File: src/rtl/fp_normalize_round.sv
// fp_normalize_round
// Output stage after the single-precision mantissa adder. It takes the raw
// adder result, normalizes it one bit per cycle, rounds to nearest-even and
// packs a binary32 word. Results already resolved upstream (zero/inf/NaN)
// bypass the arithmetic.
//
// Ports
//   clk            clock, all state changes on the rising edge
//   reset_n        synchronous active-low reset
//   in_valid       upstream result valid
//   in_ready       block can accept (IDLE only)
//   in_sign        result sign
//   in_exp         biased exponent of the larger operand
//   in_mant        [27] carry, [26] hidden, [25:3] fraction, [2] G, [1] R, [0] S
//   in_special     bypass arithmetic, emit in_special_val
//   in_special_val bypass word
//   out_valid      result valid
//   out_ready      downstream accepts
//   out_result     packed binary32
//   out_flags      {overflow, underflow, inexact}
//
// state   | meaning
// S_IDLE  | waiting for an operand, in_ready high
// S_NORM  | left-normalizing one bit per cycle
// S_ROUND | round-to-nearest-even and pack
// S_OUT   | result held until out_ready

module fp_normalize_round #(
   parameter int MAX_NORM_SHIFT = 26
) (
   input  logic        clk,
   input  logic        reset_n,
   input  logic        in_valid,
   output logic        in_ready,
   input  logic        in_sign,
   input  logic [7:0]  in_exp,
   input  logic [27:0] in_mant,
   input  logic        in_special,
   input  logic [31:0] in_special_val,
   output logic        out_valid,
   input  logic        out_ready,
   output logic [31:0] out_result,
   output logic [2:0]  out_flags
);

   localparam int CW = $clog2(MAX_NORM_SHIFT + 1);

   typedef enum logic [1:0] {S_IDLE, S_NORM, S_ROUND, S_OUT} state_t;

   state_t              r_state;
   state_t              w_state_nxt;
   logic                r_sign;
   logic                w_sign_nxt;
   logic signed [9:0]   r_exp;
   logic signed [9:0]   w_exp_nxt;
   logic [26:0]         r_mant;
   logic [26:0]         w_mant_nxt;
   logic [CW-1:0]       r_cnt;
   logic [CW-1:0]       w_cnt_nxt;
   logic [31:0]         r_result;
   logic [31:0]         w_result_nxt;
   logic [2:0]          r_flags;
   logic [2:0]          w_flags_nxt;

   logic signed [9:0]   w_exp_in;
   logic [26:0]         w_mant_shl;
   logic                w_g;
   logic                w_rs;
   logic                w_up;
   logic [24:0]         w_sig;
   logic signed [9:0]   w_exp_rnd;
   logic                w_hidden;
   logic [22:0]         w_frac;
   logic                w_ovf;
   logic                w_inexact;
   logic [31:0]         w_round_result;
   logic [2:0]          w_round_flags;

   // A zero exponent field with a nonzero mantissa is a denormal: exponent 1.
   assign w_exp_in   = (in_exp == 8'd0) ? 10'sd1 : $signed({2'b00, in_exp});
   assign w_mant_shl = {r_mant[25:0], 1'b0};

   assign w_g       = r_mant[2];
   assign w_rs      = r_mant[1] | r_mant[0];
   assign w_up      = w_g & (w_rs | r_mant[3]);
   assign w_sig     = {1'b0, r_mant[26:3]} + {24'd0, w_up};
   assign w_exp_rnd = r_exp + $signed({9'd0, w_sig[24]});
   // On a rounding carry the significand is exactly 1.0 x 2, so fraction is 0.
   assign w_hidden  = w_sig[24] | w_sig[23];
   assign w_frac    = w_sig[24] ? 23'd0 : w_sig[22:0];
   assign w_ovf     = (w_exp_rnd >= 10'sd255);
   assign w_inexact = w_g | w_rs;

   always_comb begin
      w_round_result = {r_sign, (w_hidden ? w_exp_rnd[7:0] : 8'd0), w_frac};
      w_round_flags  = {1'b0, ~w_hidden & w_inexact, w_inexact};
      if (w_ovf) begin
         w_round_result = {r_sign, 8'hFF, 23'd0};
         w_round_flags  = 3'b101;
      end
   end

   always_comb begin
      w_state_nxt  = r_state;
      w_sign_nxt   = r_sign;
      w_exp_nxt    = r_exp;
      w_mant_nxt   = r_mant;
      w_cnt_nxt    = r_cnt;
      w_result_nxt = r_result;
      w_flags_nxt  = r_flags;
      case (r_state)
         S_IDLE: begin
            if (in_valid) begin
               w_sign_nxt = in_sign;
               w_exp_nxt  = w_exp_in;
               w_cnt_nxt  = '0;
               w_mant_nxt = in_mant[26:0];
               if (in_special) begin
                  w_result_nxt = in_special_val;
                  w_flags_nxt  = 3'b000;
                  w_state_nxt  = S_OUT;
               end else if (in_mant == 28'd0) begin
                  w_result_nxt = 32'h0000_0000;
                  w_flags_nxt  = 3'b000;
                  w_state_nxt  = S_OUT;
               end else if (in_mant[27]) begin
                  // Carry-out: shift right once, folding the lost bit into sticky.
                  w_mant_nxt  = {in_mant[27:2], in_mant[1] | in_mant[0]};
                  w_exp_nxt   = w_exp_in + 10'sd1;
                  w_state_nxt = S_ROUND;
               end else if (in_mant[26]) begin
                  w_state_nxt = S_ROUND;
               end else begin
                  w_state_nxt = S_NORM;
               end
            end
         end
         S_NORM: begin
            if (r_mant[26] || (r_exp == 10'sd1) || (r_cnt == CW'(MAX_NORM_SHIFT))) begin
               w_state_nxt = S_ROUND;
            end else begin
               w_mant_nxt = w_mant_shl;
               w_exp_nxt  = r_exp - 10'sd1;
               w_cnt_nxt  = r_cnt + 1'b1;
               // Look ahead at the shifted value so the last shift and the
               // move to ROUND share one edge.
               if (w_mant_shl[26] || (r_exp == 10'sd2) ||
                   (r_cnt == CW'(MAX_NORM_SHIFT - 1))) begin
                  w_state_nxt = S_ROUND;
               end
            end
         end
         S_ROUND: begin
            w_result_nxt = w_round_result;
            w_flags_nxt  = w_round_flags;
            w_state_nxt  = S_OUT;
         end
         S_OUT: begin
            if (out_ready) begin
               w_state_nxt = S_IDLE;
            end
         end
         default: w_state_nxt = S_IDLE;
      endcase
   end

   always_ff @(posedge clk) begin
      if (!reset_n) begin
         r_state  <= S_IDLE;
         r_sign   <= 1'b0;
         r_exp    <= '0;
         r_mant   <= '0;
         r_cnt    <= '0;
         r_result <= '0;
         r_flags  <= '0;
      end else begin
         r_state  <= w_state_nxt;
         r_sign   <= w_sign_nxt;
         r_exp    <= w_exp_nxt;
         r_mant   <= w_mant_nxt;
         r_cnt    <= w_cnt_nxt;
         r_result <= w_result_nxt;
         r_flags  <= w_flags_nxt;
      end
   end

   assign in_ready   = (r_state == S_IDLE);
   assign out_valid  = (r_state == S_OUT);
   assign out_result = r_result;
   assign out_flags  = r_flags;

endmodule

File: config.mk
export PLATFORM = sky130hd
export DESIGN_NAME = fp_normalize_round
export DESIGN_NICKNAME = d
export VERILOG_FILES = /design/src/rtl/fp_normalize_round.sv
export SDC_FILE = /design/constraint.sdc
export NUM_CORES = 1
export LEC_CHECK = 0
export ABC_AREA = 1
export BUFFER_PORTS_ARGS = -buffer_cell sky130_fd_sc_hd__buf_2
export CORE_MARGIN = 4
export CORE_UTILIZATION = 55
export CTS_CLUSTER_DIAMETER = 100
export DETAILED_ROUTE_END_ITERATION = 8
export PLACE_DENSITY = 0.8
export SLEW_MARGIN = 20
export SYNTH_ARGS = -nofsm -noshare
export SYNTH_HDL_FRONTEND = slang
export SYNTH_SLANG_ARGS = --single-unit
export TNS_END_PERCENT = 10
File: constraint.sdc
create_clock -name clk -period 3.31 [get_ports clk]
set_input_delay 0.662 -clock clk [delete_from_list [all_inputs] [get_ports clk]]
set_output_delay 0.662 -clock clk [all_outputs]
set_load 0.01 [all_outputs]
==> results.sh <==
export IMPL_final_max_slew_violation_count=0
export IMPL_tightest_slew_ps=847
export IMPL_die_w_um=108
export IMPL_met3_usage_pct=4.26
export IMPL_setup_viol=0
export IMPL_startpoint="r_mant[3]"
export IMPL_dp_hpwl_um=10800
export IMPL_drv_cap=0
export IMPL_cp_cell_sequence="nand2_4 > inv_2 > ha_2 > nand2_2 > nor2_4 > nand2_4 > nor2_4 > nand2_2 > nor2_4 > nand4_4 > inv_2 > ha_1 > nand2_2 > nor2_4 > nand2_2 > nand2_1 > nand3_1 > nor2_1 > nand2_1 > nand2_4 > nand2_8 > nand2_1 > nand2_1 > a21oi_2"
export IMPL_fmax_mhz=329
export IMPL_drtIter0Drc=477
export IMPL_postSynthCellCount=842
export IMPL_endpoint="out_result[27]"
export IMPL_clkSinkCount=80
export IMPL_r2r_start="r_mant[3]"
export IMPL_max_vdd_ir_drop_mv=0.409
export IMPL_cts_root_buf="clkbuf_8"
export IMPL_cp_depth=24
export IMPL_final_nets=1012
export IMPL_worstRegToRegCells=24
export IMPL_die_h_um=108
export IMPL_grt_pass1_vias=5078
export IMPL_drive_above_1_share_pct=21.7
export IMPL_cp_max_fo=9
export IMPL_cp_top_family="simple AND/OR/NAND/NOR gates"
export IMPL_hold_depth=2
export IMPL_regToRegSetupSlack_ps=270
export IMPL_pre_cts_slack_ps=61.6
export IMPL_tritoncts="yes"
export IMPL_antenna_found_initial=0
export IMPL_postLayoutSetupSlackWorst_ps=272
export IMPL_synth_edf_count=0
export IMPL_cts_max_path_buffers=2
export IMPL_tns_ps=0
export IMPL_cts_buffers=9
export IMPL_drt_wl_total_um=14800
export IMPL_criticalPathCategory="reg2reg"
export IMPL_wl_per_cell_um=14.0
export IMPL_drcViolationCount=0
export IMPL_die_area_um2=11600
export IMPL_ys_flop_type="dfxtp_1"
export IMPL_htree_num_levels=3
export IMPL_r2r_end="out_result[27]"
export IMPL_vias=5767
export IMPL_period_needed_ps=3040
export IMPL_place_gp_congestion=0.921
export IMPL_io_buffers=110
export IMPL_end_kind="flop"
export IMPL_final_hold_viol_count=0
export IMPL_path_buf_inv=2
export IMPL_cpPeakStageDelay_ps=380
export IMPL_clk_insertion_delay_late_ps=370
export IMPL_drtPass1Iterations=5
export IMPL_p_leak_nw=2.77
export IMPL_whs_ps=492
export IMPL_grt_util_met2_pct=35.7
export IMPL_grt_busiest_layer="met1"
export IMPL_clock_skew_final_ps=9.41
export IMPL_start_util_pct=56.0
export IMPL_mostFrequentLayoutCell="nand2_1"
export IMPL_synth_area_um2=5450
export IMPL_via_per_inst=5.43
export IMPL_grt_use_met1_pct=38.9
export IMPL_coreArea_um2=9730
export IMPL_relSlewSlack_pct=43.5
export IMPL_ys_seq_area_share_pct=29.4
export IMPL_min_path_type="reg2reg"
export IMPL_grt_ovfl_total=0
export IMPL_syn2layout_area_growth_pct=15.0
export IMPL_yosysUniqueCellTypes=38
export IMPL_antenna_cells=0
export IMPL_utilization_pct=64.4
export IMPL_most_common_layout_cells="nand2_1, a21oi_1, buf_2"
export IMPL_grt_max_degree=56
export IMPL_grt_pass1_wl_um=24200
export IMPL_start_kind="flop"
export IMPL_fillers=961
export IMPL_synth_warnings=0
export IMPL_arrival_ps=3340
export IMPL_slowest_stage="dfxtp_2"
export IMPL_syn_area_per_cell_um2=6.47
export IMPL_rows=36
export IMPL_synth_async_reset_ratio_pct=0
export IMPL_status="complete, no violations"
export IMPL_synth_ff_latch_count=80
export IMPL_finalCritPeriodShare_pct=91.8
export IMPL_critPathRequiredTime_ps=3620
export IMPL_power_density_nw_per_um2=818
export IMPL_syn_nets=929
export IMPL_ios=111
export IMPL_track_usage_pct=25.4
export IMPL_path_clk_slew_ps=80
export IMPL_postRouteAntennaNets=0
-- worst min-delay path, stage by stage, from the launching register on --
cell and delay (ps):
dfxtp_1 300, inv_1 80, a21oi_1 60
-- final cells by class --
class                           count  area, µm²  area share, %
Tap cell                          133        166           2.65
Inverter                           68        255           4.07
Sequential cell                    80       1610           25.6
Clock inverter                      4       52.6          0.838
Multi-Input combinational cell    648       3420           54.6
Timing Repair Buffer              118        611           9.74
Clock buffer                       12        155           2.48
-- worst min-delay path by stage --
stage / to / start
detailed placement: r_sign / r_sign
floorplan: r_sign / r_sign
CTS: r_sign / r_sign
finish: r_sign / r_sign
global placement: r_sign / r_sign
global route: r_mant[0] / r_mant[0]
-- flip-flops by register name (all words and copies together) (netlist names) --
register    cells
r_mant         27
r_exp          10
r_state         2
r_sign          1
out_flags       3
out_result     32
r_cnt           5
-- synth_stat cells, types with 2 or more instances --
cell      instances  area (µm²)
ha_1             13         163
inv_2             4        15.0
o21bai_1          2        15.0
o21ai_1           4        20.0
buf_6             3        33.8
nand2_2          16         100
a21oi_2           8        70.1
dfxtp_1          80        1600
inv_1            64         240
o22ai_1           3        18.8
nor2_4            5        56.3
nor2_2            9        56.3
or2_2             2        12.5
a211oi_1         19         143
a21oi_1         120         601
buf_4             5        37.5
nand3_1          43         215
nand3b_1          2        15.0
nand4_1           9        56.3
a31oi_1           2        12.5
nor2_1          111         417
nand2_4           4        45.0
nand2_1         156         586
xor2_1           17         149
xnor2_1           8        70.1
o21ai_0          78         390
nor3_1            7        35.0
buf_2            11        55.1
clkbuf_1         28         105
-- stage by stage --
step / total power (W) / area (µm²) / std cells
2_1_floorplan: 0.00367 / 5450 / 842
6_report: 0.00513 / 6270 / 1063
3_3_place_gp: 0.00424 / 5970 / 1044
5_1_grt: 0.00556 / 6270 / 1063
3_5_place_dp: 0.00426 / 5970 / 1044
4_1_cts: 0.00502 / 6180 / 1060
-- power breakdown --
group | leakage, nW | total [W] | internal [W] | switching, W
clock | 0.0948 | 0.000757 | 0.000390 | 0.000367
combinational | 2.01 | 0.00258 | 0.000887 | 0.00169
sequential | 0.660 | 0.00179 | 0.00134 | 0.000453
-- logic make-up (layout without fill, tap and decap cells) --
kind of cell / after synthesis / after routing / share of synthesized area, %
fa+ha+maj: 13 / 13 / 2.99
flops: 80 / 80 / 29.4
xor+xnor: 25 / 25 / 4.02
buf+inv: 116 / 202 / 9.30
simple gates: 369 / 371 / 30.6
compound gates: 239 / 239 / 23.7
-- metal layers --
layer	vias up	part of all wire, %
met1	2585	49
met3	16	7.6
met5	-	0
met4	0	1.6
met2	217	42
li1	2949	-
-- repair_timing --
| item | CTS | global route |
|---|---|---|
| endpoints found under the setup margin | 0 | 34 |
| resized for setup | 0 | 19 |
| setup buffers | 0 | 1 |
| hold buffers | 0 | 0 |
| endpoints found under the hold margin | 0 | 0 |
Note: power is estimated with default switching activity, not from simulation.
